## src/rtl/enemy_spawn_ctrl_pkg.sv

```systemverilog
// ---------------------------------------------------------------------------
// enemy_spawn_ctrl_pkg
// Shared game definitions for the enemy lifecycle logic.
//   enemy_state_t               3-bit lifecycle state encoding (also shown on state_out)
//   DEFAULT_SPAWN_DELAY_FRAMES  frame ticks spent waiting before each spawn
//   DEFAULT_DEATH_ANIM_FRAMES   frame ticks spent playing the death animation
//   DEFAULT_KILL_W              default kill counter width
//   timer_width()               frame-timer width able to hold the longer delay
// ---------------------------------------------------------------------------
package enemy_spawn_ctrl_pkg;

    typedef enum logic [2:0] {
        ST_IDLE       = 3'd0,
        ST_SPAWN_WAIT = 3'd1,
        ST_SPAWN      = 3'd2,
        ST_ALIVE      = 3'd3,
        ST_DYING      = 3'd4
    } enemy_state_t;

    localparam int DEFAULT_SPAWN_DELAY_FRAMES = 60;
    localparam int DEFAULT_DEATH_ANIM_FRAMES  = 30;
    localparam int DEFAULT_KILL_W             = 8;

    // The timer is loaded with (frames - 1), so $clog2 of the larger frame
    // count is enough bits; a floor of 1 keeps the vector legal when both
    // delays are a single frame.
    function automatic int timer_width(input int a, input int b);
        int m;
        m = (a > b) ? a : b;
        return (m > 1) ? $clog2(m) : 1;
    endfunction

endpackage

```

## src/rtl/frame_tick_gen.sv

```systemverilog
// ---------------------------------------------------------------------------
// frame_tick_gen
// Turns the level frame strobe into a single-Clk-cycle tick on each rising
// edge. The tick is registered and appears two Clk edges after frame_clk
// first goes high.
// Ports:
//   Clk        in   system clock
//   Reset      in   asynchronous, active-low reset
//   frame_clk  in   ~60 Hz frame strobe, level, Clk-synchronous
//   tick       out  one-cycle pulse per frame_clk rising edge
// ---------------------------------------------------------------------------
module frame_tick_gen
    import enemy_spawn_ctrl_pkg::*;
(
    input  logic Clk,
    input  logic Reset,
    input  logic frame_clk,
    output logic tick
);

    logic frame_d1;
    logic frame_d2;

    // Two-stage history of the strobe; the tick is registered from the
    // delayed pair so it is glitch-free and exactly one cycle wide.
    always_ff @(posedge Clk or negedge Reset) begin
        if (!Reset) begin
            frame_d1 <= 1'b0;
            frame_d2 <= 1'b0;
            tick     <= 1'b0;
        end else begin
            frame_d1 <= frame_clk;
            frame_d2 <= frame_d1;
            tick     <= frame_d1 & ~frame_d2;
        end
    end

endmodule

```

## src/rtl/enemy_spawn_ctrl.sv

```systemverilog
// ---------------------------------------------------------------------------
// enemy_spawn_ctrl
// Lifecycle sequencer for one enemy: spawns it by resetting the health
// block, gates weapon hits while it is alive, watches the dead flag, times
// the death animation and respawn delay in frame ticks, and counts kills.
// Ports:
//   Clk            in   system clock
//   Reset          in   asynchronous, active-low reset
//   frame_clk      in   frame strobe (level)
//   start          in   begin play (IDLE only)
//   player_dead    in   abort to IDLE from any state
//   hit_in         in   raw weapon/enemy collision
//   enemy_dead     in   dead flag from the health block
//   health_rst     out  synchronous reset to the health block
//   enemy_hit_en   out  gated hit to the health block (combinational)
//   enemy_visible  out  draw enemy sprite
//   enemy_dying    out  draw death animation
//   kill_count     out  saturating kill counter
//   state_out      out  current state encoding
// ---------------------------------------------------------------------------
module enemy_spawn_ctrl
    import enemy_spawn_ctrl_pkg::*;
#(
    parameter int SPAWN_DELAY_FRAMES = DEFAULT_SPAWN_DELAY_FRAMES,
    parameter int DEATH_ANIM_FRAMES  = DEFAULT_DEATH_ANIM_FRAMES,
    parameter int KILL_W             = DEFAULT_KILL_W
)(
    input  logic              Clk,
    input  logic              Reset,
    input  logic              frame_clk,
    input  logic              start,
    input  logic              player_dead,
    input  logic              hit_in,
    input  logic              enemy_dead,
    output logic              health_rst,
    output logic              enemy_hit_en,
    output logic              enemy_visible,
    output logic              enemy_dying,
    output logic [KILL_W-1:0] kill_count,
    output logic [2:0]        state_out
);

    localparam int TIMER_W = timer_width(SPAWN_DELAY_FRAMES, DEATH_ANIM_FRAMES);
    localparam logic [TIMER_W-1:0] SPAWN_LOAD = TIMER_W'(SPAWN_DELAY_FRAMES - 1);
    localparam logic [TIMER_W-1:0] DEATH_LOAD = TIMER_W'(DEATH_ANIM_FRAMES - 1);
    localparam logic [KILL_W-1:0]  KILL_MAX   = '1;

    enemy_state_t      state;
    enemy_state_t      state_nxt;
    logic [TIMER_W-1:0] timer;
    logic [TIMER_W-1:0] timer_nxt;
    logic [KILL_W-1:0]  kill_nxt;
    logic               alive_settled;
    logic               settled_nxt;
    logic               health_rst_nxt;
    logic               visible_nxt;
    logic               dying_nxt;
    logic               frame_tick;

    frame_tick_gen u_frame_tick_gen (
        .Clk       (Clk),
        .Reset     (Reset),
        .frame_clk (frame_clk),
        .tick      (frame_tick)
    );

    // Next-state, timer and kill-counter logic. Timers only move on frame
    // ticks and reaching zero on a tick ends the wait, so a load of N-1
    // gives exactly N ticks. alive_settled masks enemy_dead during the first
    // ALIVE cycle while the health block recovers from its spawn reset.
    // The player_dead override is applied last so it beats every other
    // transition, including a kill in the same cycle.
    always_comb begin
        state_nxt   = state;
        timer_nxt   = timer;
        kill_nxt    = kill_count;
        settled_nxt = 1'b0;

        case (state)
            ST_IDLE: begin
                timer_nxt = '0;
                if (start && !player_dead) begin
                    state_nxt = ST_SPAWN_WAIT;
                    timer_nxt = SPAWN_LOAD;
                end
            end
            ST_SPAWN_WAIT: begin
                if (frame_tick) begin
                    if (timer == '0) begin
                        state_nxt = ST_SPAWN;
                    end else begin
                        timer_nxt = timer - 1'b1;
                    end
                end
            end
            ST_SPAWN: begin
                state_nxt = ST_ALIVE;
            end
            ST_ALIVE: begin
                settled_nxt = 1'b1;
                if (alive_settled && enemy_dead) begin
                    state_nxt = ST_DYING;
                    timer_nxt = DEATH_LOAD;
                    if (kill_count != KILL_MAX) begin
                        kill_nxt = kill_count + 1'b1;
                    end
                end
            end
            ST_DYING: begin
                if (frame_tick) begin
                    if (timer == '0) begin
                        state_nxt = ST_SPAWN_WAIT;
                        timer_nxt = SPAWN_LOAD;
                    end else begin
                        timer_nxt = timer - 1'b1;
                    end
                end
            end
            default: begin
                state_nxt = ST_IDLE;
                timer_nxt = '0;
            end
        endcase

        if (player_dead && state != ST_IDLE) begin
            state_nxt   = ST_IDLE;
            timer_nxt   = '0;
            kill_nxt    = kill_count;
            settled_nxt = 1'b0;
        end

        health_rst_nxt = (state_nxt == ST_IDLE) || (state_nxt == ST_SPAWN);
        visible_nxt    = (state_nxt == ST_ALIVE);
        dying_nxt      = (state_nxt == ST_DYING);
    end

    // State, timer, counter and registered sprite/health outputs. The
    // outputs are decoded from the next state so they line up with state.
    always_ff @(posedge Clk or negedge Reset) begin
        if (!Reset) begin
            state         <= ST_IDLE;
            timer         <= '0;
            kill_count    <= '0;
            alive_settled <= 1'b0;
            health_rst    <= 1'b1;
            enemy_visible <= 1'b0;
            enemy_dying   <= 1'b0;
        end else begin
            state         <= state_nxt;
            timer         <= timer_nxt;
            kill_count    <= kill_nxt;
            alive_settled <= settled_nxt;
            health_rst    <= health_rst_nxt;
            enemy_visible <= visible_nxt;
            enemy_dying   <= dying_nxt;
        end
    end

    // Hits pass straight through while alive so the health block sees them
    // in the same cycle as the collision.
    assign enemy_hit_en = (state == ST_ALIVE) && hit_in;
    assign state_out    = state;

endmodule

```

## config.mk

```make
export PLATFORM = sky130hd
export DESIGN_NAME = enemy_spawn_ctrl
export DESIGN_NICKNAME = d
export VERILOG_FILES = /design/src/rtl/enemy_spawn_ctrl_pkg.sv /design/src/rtl/frame_tick_gen.sv /design/src/rtl/enemy_spawn_ctrl.sv
export SDC_FILE = /design/constraint.sdc
export NUM_CORES = 1
export LEC_CHECK = 0
export ABC_AREA = 1
export CORE_MARGIN = 10
export CORE_UTILIZATION = 34
export DETAILED_ROUTE_END_ITERATION = 8
export PLACE_DENSITY = 0.59
export SLEW_MARGIN = 25
export SYNTH_ARGS = -nofsm -noshare
export SYNTH_HDL_FRONTEND = slang
export SYNTH_SLANG_ARGS = --single-unit
```

## constraint.sdc

```tcl
create_clock -name Clk -period 3.45 [get_ports Clk]
set_clock_uncertainty 0.05 [all_clocks]
set_input_delay 0.69 -clock Clk [delete_from_list [all_inputs] [get_ports Clk]]
set_output_delay 0.69 -clock Clk [all_outputs]
set_load 0.02 [all_outputs]
```

==> run summary, run 1 <==
Reg2Reg Depth -> 7
Tmin final -> 2.62 ns
Final setup TNS -> 0 ns
Die width -> 82.3 um
Mean area per synthesized cell -> 7.64 sq um
Most numerous cell in the Yosys netlist -> nand2_1
Worst setup EP type -> output pin
Count of cell types in the netlist -> 23
Final Hold Fails -> 0
Tot GR Track Use -> 8.84%
Net switching fraction of the power -> 40.0%
Worst vdd ir -> 167 uV
Avg WL per Cell -> 11.5 um
Reg power frac -> 37.8%
Initial antenna violation count -> 0
H-tree depth -> 1
Seq/Total Area, Yosys -> 45.5%
Area contributors post-synth -> dfrtp_1 (44%), nand2_1 (16%), nand3_1 (6.8%), inv_1 (6.0%), nor2_1 (5.4%)
CP delay by family, top -> buffers and inverters
Worst R2R End -> timer[1]
Die H -> 82.3 um
Register-to-register setup slack -> 1.78 ns
Worst-Skew Late Latency -> 0.26 ns
Share of layout cells above drive strength 1 -> 7.07%
Crit path buf inv count -> 3
DRC viols -> 0
Vias in the first global route -> 1097
CP peak stage delay -> 0.61 ns
Adder-Cell Fraction of Synth Area -> 1.89%
Share of the synthesized area in the top cell type -> 43.6%
Area growth, synth to finish -> 24.8%
Pwr/cell area -> 587 mW/mm^2
Setup violations, final -> 0
WHS Endpoint -> u_frame_tick_gen.frame_d2
Routed wire length -> 2830 um
Num Clock Sinks -> 24
CTS Buf Count -> 3
DRT antenna net count -> 0
Number of synthesis warnings -> 0
P_leak -> 0.860 nW
Switching power -> 387 uW
Startpoint types -> primary input
GPL Wtd Cong -> 0.890
Hold depth -> 0
Comb pwr share -> 43.1%
Unrepaired setup endpoints after global routing -> no
Largest net degree at the start of global routing -> 25
HP Class -> flop to flop
Primary FF master, synth -> dfrtp_1
Worst Path Max Fanout -> 1
First-pass GRT wire length -> 4800 um
XOR/XNOR Fraction of Synth Area -> 5.30%
Worst EP arrival -> 1.88 ns
1st-pass router iterations -> 5
Root Driver -> clkbuf_8
Crit Path Class -> primary input to output pin
Synth Net Count -> 182
Fmax -> 382 MHz
Row count -> 22
Int Pwr -> 580 uW
Worst path slowest cell -> clkdlybuf4s50_1
CTS hold repair buffers -> 0
Post-CTS Setup Bufs -> 0
Post_cts resized -> 0
EDFF count, synth -> 0
Async set-reset flop share out of synthesis -> 100%
Die area -> 0.00678 sq mm
Vias per inst -> 4.76
Largest family of logic cells by synthesized area -> simple AND/OR/NAND/NOR gates
Total gr overflow -> 0
# port buffers -> 21
Initial cell density of the core -> 35.6%
Core Region -> 0.00372 sq mm
Post-synthesis mux area share -> 0%
CTS tree -> built
Placed wire-length estimate -> 2220 um
Final period utilization -> 75.9%
# nets final -> 208
Cell count after synthesis -> 173
Max-cap viol count -> 0
Mapped cell area -> 0.00132 sq mm
Simple-gate share of the synthesized area -> 36.6%
Top cell by count, worst path -> clkdlybuf4s50_1
Vias -> 1170
R2r startpoint -> state_out[0]
N_diodes -> 0
Least-Margin Pin Slew -> 0.392 ns
Status -> finished, final reports clean
Cell taking the most area after synthesis -> dfrtp_1
Compound-Gate Fraction of Synth Area -> 3.98%
CP Cell Sequence -> clkdlybuf4s50_1, inv_1, nor2_1, clkdlybuf4s50_1
1st-iter DRT viols -> 123
Clk pin slew, worst setup/hold paths -> 0.08 ns
Req. time, crit path -> 2.71 ns
Clock share of power -> 19.1%
Synth Register Bits -> 24
Maximum clock insertion buffer count -> 2
Fin. max-slew vios -> 0
Hold Worst Slack -> 0.329 ns
Hold Startpoint -> u_frame_tick_gen.frame_d1
Slew HR -> 73.8%
I/O pin cnt -> 22
Post-synth top cells -> nand2_1 (57), dfrtp_1 (23), inv_1 (21)
[placed cells by master (no fill, tap or decap), types with 2 or more instances in the layout]
| master | synthesis | routed |
|---|---|---|
| a21boi_0 | 2 | 2 |
| clkbuf_8 | 0 | 4 |
| clkdlybuf4s50_1 | 0 | 21 |
| dfrtp_1 | 23 | 23 |
| ha_1 | 2 | 2 |
| inv_1 | 21 | 21 |
| nand2_1 | 57 | 57 |
| nand2_2 | 3 | 3 |
| nand3_1 | 18 | 18 |
| nand3b_1 | 3 | 3 |
| nand4_1 | 2 | 2 |
| nor2_1 | 19 | 19 |
| o21ai_0 | 5 | 5 |
| xnor2_1 | 2 | 2 |
| xor2_1 | 6 | 6 |
[cell type report]
type / instances / area (sq um)
Tap cell: 48 / 60.1
Inverter: 22 / 83.8
Sequential cell: 24 / 602
Clock buffer: 4 / 55.1
Multi-Input combinational cell: 126 / 631
Timing Repair Buffer: 22 / 218
Fill cell: 379 / 2070
[worst max-delay path by stage]
stage / start / to / slack [ns] / depth (start not counted)
final: hit_in / enemy_hit_en / 0.83 / 4
after global placement: hit_in / enemy_hit_en / 0.83 / 4
after global routing: hit_in / enemy_hit_en / 0.77 / 4
after floorplan: state_out[1] / enemy_hit_en / 1.59 / 4
after CTS: hit_in / enemy_hit_en / 0.81 / 4
after detailed placement: hit_in / enemy_hit_en / 0.82 / 4
[power groups by stage]
stage	logic (mW)	registers (mW)	clock network, mW
2_1_floorplan	0.295	0.379	0
3_3_place_gp	0.407	0.369	0
3_5_place_dp	0.418	0.371	0
4_1_cts	0.420	0.366	0.191
5_1_grt	0.473	0.372	0.202
6_report	0.416	0.366	0.185
[metal layers]
| metal | GRT usage (%) | wire (um) | part of all wire, % |
|---|---|---|---|
| met1 | 10.3 | 1220 | 43 |
| met4 | 2.55 | 19 | 0.67 |
| met2 | 14.8 | 1380 | 49 |
| met5 | 0 | 0 | 0 |
| met3 | 3.35 | 210 | 7.4 |
[metrics by stage]
| step | worst slack [ns] | util, % | total power [mW] | cells | area, sq um |
|---|---|---|---|---|---|
| global placement | 0.831 | 42.9 | 0.776 | 242 | 1590 |
| floorplan | 1.59 | - | 0.674 | 173 | 1320 |
| finish | 0.832 | 44.4 | 0.967 | 246 | 1650 |
| CTS | 0.814 | 44.4 | 0.977 | 246 | 1650 |
| detailed placement | 0.822 | 42.9 | 0.789 | 242 | 1590 |
| global route | 0.773 | 44.4 | 1.05 | 246 | 1650 |
[worst register-to-register path: cells and delay by family, from the launching register on]
family	cells	cell delay, ns
DFF	1	0.45
and+or+nand+nor	6	0.89
AOI/OAI and AO/OA	1	0.22
[flip-flops by register name, indices dropped and copies added (netlist names)]
name and cells:
u_frame_tick_gen.frame_d2 1, timer 6, alive_settled 1, state_out 3, enemy_visible 1, health_rst 1, u_frame_tick_gen.tick 1, kill_count 8
u_frame_tick_gen.frame_d1 1, enemy_dying 1
[logic make-up after synthesis]
logic type / after synthesis
simple gates: 107
flops: 24
buf+inv: 23
compound gates: 9
xor+xnor: 8
fa+ha+maj: 2
(Power assumes the default switching activity.)
==> run 2: changes to the inputs <==
==> constraint.sdc (replaced) <==
create_clock -name Clk -period 2.6 [get_ports Clk]
set_clock_uncertainty 0.05 [all_clocks]
set_input_delay 0.52 -clock Clk [delete_from_list [all_inputs] [get_ports Clk]]
set_output_delay 0.52 -clock Clk [all_outputs]
set_load 0.02 [all_outputs]
==> run 2 against run 1 <==
Net effect: clock-buffer cell count unchanged; register-to-register slack worse by 0.86 ns; final area shrank 0.61%; wire length rose by 4.0%; hold slack lost 0.0025 ns; critical path depth did not move; setup slack lost 0.58 ns; sequential power increased by 33%; global-route usage up 0.58 points; die area unchanged; combinational power is 33% higher; flip-flop and latch count unchanged; critical path type is now flop to output pin; largest cell class unchanged; highest routed layer unchanged.
==> run summary, run 2 (synthesis results as in run 1) <==
Req. time, crit path -> 2.03 ns (-0.68 ns)
Reg2Reg Depth -> 7 (unchanged)
Die width -> 82.3 um (unchanged)
Worst vdd ir -> 251 uV (+50%)
Largest net degree at the start of global routing -> 25 (unchanged)
I/O pin cnt -> 22 (unchanged)
Unrepaired setup endpoints after global routing -> no
Vias in the first global route -> 1136 (+3.6%)
CTS Buf Count -> 3 (unchanged)
Fmax -> 425 MHz
Root Driver -> clkbuf_8
Final period utilization -> 90.5%
Core Region -> 0.00372 sq mm (unchanged)
Met3 usage -> 2.48% (-0.86 points)
GPL Wtd Cong -> 0.885 (-0.47%)
Least-Margin Pin Slew -> 0.384 ns (-0.00882 ns)
P_leak -> 0.854 nW (-0.70%)
Final setup margin -> 0.248 ns (-0.584 ns)
Fillers -> 387 (+2.1%)
Met2 Use GR -> 16.5% (+1.7 points)
Layout Utilization -> 44.1% (-0.27 points)
Vias per inst -> 4.62 (-2.8%)
Area growth, synth to finish -> 24.1%
Routed wire length -> 2950 um (+4.0%)
Vias -> 1137 (-2.8%)
Status -> finished, final reports clean
Global route hottest layer -> met2
Worst-Skew Late Latency -> 0.26 ns (about the same)
Post_cts resized -> 0 (unchanged)
R2r startpoint -> state_out[0]
First-pass GRT wire length -> 5180 um (+8.1%)
Final Hold Fails -> 0 (unchanged)
Area post-placement -> 0.00159 sq mm (unchanged)
Grt met1 use -> 11.1% (+0.77 points)
Max-cap viol count -> 0 (unchanged)
Die H -> 82.3 um (unchanged)
Total gr overflow -> 0 (unchanged)
CTS hold repair buffers -> 0 (unchanged)
Num Clock Sinks -> 24 (unchanged)
Tmin final -> 2.35 ns
Pre-CTS WS -> 0.314 ns (-0.507 ns)
Fin. max-slew vios -> 0 (unchanged)
Share of layout cells above drive strength 1 -> 6.57% (-0.51 points)
Crit Path Class -> flop to output pin
Initial antenna violation count -> 0 (unchanged)
Maximum clock insertion buffer count -> 2 (unchanged)
Slew HR -> 74.4% (+0.59 points)
Critical path origin -> state_out[2]
CTS tree -> built
Clk pin slew, worst setup/hold paths -> 0.09 ns (about the same)
Placed wire-length estimate -> 2250 um (+1.3%)
Crit path to -> enemy_hit_en
Worst EP arrival -> 1.78 ns (-0.10 ns)
# nets final -> 208 (unchanged)
Cell area after layout -> 0.00164 sq mm (-0.61%)
Max FFs per register -> 8 (unchanged)
Worst setup EP type -> output pin
Final setup TNS -> 0 ns (unchanged)
Worst Path Max Fanout -> 6 (+5)
N_diodes -> 0 (unchanged)
Row count -> 22 (unchanged)
1st-iter DRT viols -> 111 (-9.8%)
Most common cell after layout, fill and taps aside -> nand2_1
Register-to-register setup slack -> 0.92 ns (-0.86 ns)
Setup violations, final -> 0 (unchanged)
Avg WL per Cell -> 12.0 um (+4.0%)
Hold Worst Slack -> 0.327 ns (-0.00250 ns)
Reg with most FFs -> kill_count
Die area -> 0.00678 sq mm (unchanged)
# port buffers -> 21 (unchanged)
Post-CTS Setup Bufs -> 0 (unchanged)
Pwr/cell area -> 768 mW/mm^2 (+31%)
H-tree depth -> 1 (unchanged)
DRC viols -> 0 (unchanged)
1st-pass router iterations -> 4 (-1)
Most frequent cells in the layout -> nand2_1 (57), dfrtp_1 (23), inv_1 (21), clkdlybuf4s50_1 (21), nor2_1 (19)
Initial cell density of the core -> 35.6% (unchanged)
Tot GR Track Use -> 9.42% (+0.58 points)
HP Class -> flop to flop
Startpoint types -> flop
DRT antenna net count -> 0 (unchanged)
Worst R2R End -> timer[3]
run 2: layout make-up:
class	instances	area [sq um]	area share, %
Clock buffer	4	45.0	2.75
Sequential cell	24	602	36.7
Tap cell	48	60.1	3.66
Timing Repair Buffer	22	218	13.3
Multi-Input combinational cell	126	631	38.5
Inverter	22	83.8	5.11
run 2: power by group:
group          leakage (nW)  internal [mW]  switching [mW]
clock                0.0228          0.109           0.109
combinational         0.522          0.201           0.354
sequential            0.309          0.434          0.0526
total                 0.854          0.743           0.516
run 2: routing by layer:
layer / routed length [um] / part of all wire [%] / vias up
li1: - / - / 591
met1: 1290 / 44 / 526
met2: 1450 / 49 / 18
met3: 185 / 6.3 / 2
met4: 19 / 0.64 / 0
met5: 0 / 0 / -
run 2: critical path, cell delays in order (launching register included):
cell	delay [ns]
dfrtp_1	0.45
nor2_1	0.16
nand2_1	0.17
nor2_1	0.13
clkdlybuf4s50_1	0.61
run 2: stage by stage:
step,cells,power [mW]
finish,246,1.26
floorplan,173,0.894
detailed placement,242,1.05
CTS,246,1.27
global route,246,1.38
global placement,242,1.03
run 2: worst min-delay path by stage:
stage,start,to,slack (ns),cells past startpoint
after floorplan,Reset,alive_settled,0.17,0
after global placement,u_frame_tick_gen.frame_d1,u_frame_tick_gen.frame_d2,0.31,0
after detailed placement,u_frame_tick_gen.frame_d1,u_frame_tick_gen.frame_d2,0.31,0
after CTS,u_frame_tick_gen.frame_d1,u_frame_tick_gen.frame_d2,0.33,0
after global routing,u_frame_tick_gen.frame_d1,u_frame_tick_gen.frame_d2,0.34,0
final,u_frame_tick_gen.frame_d1,u_frame_tick_gen.frame_d2,0.33,0
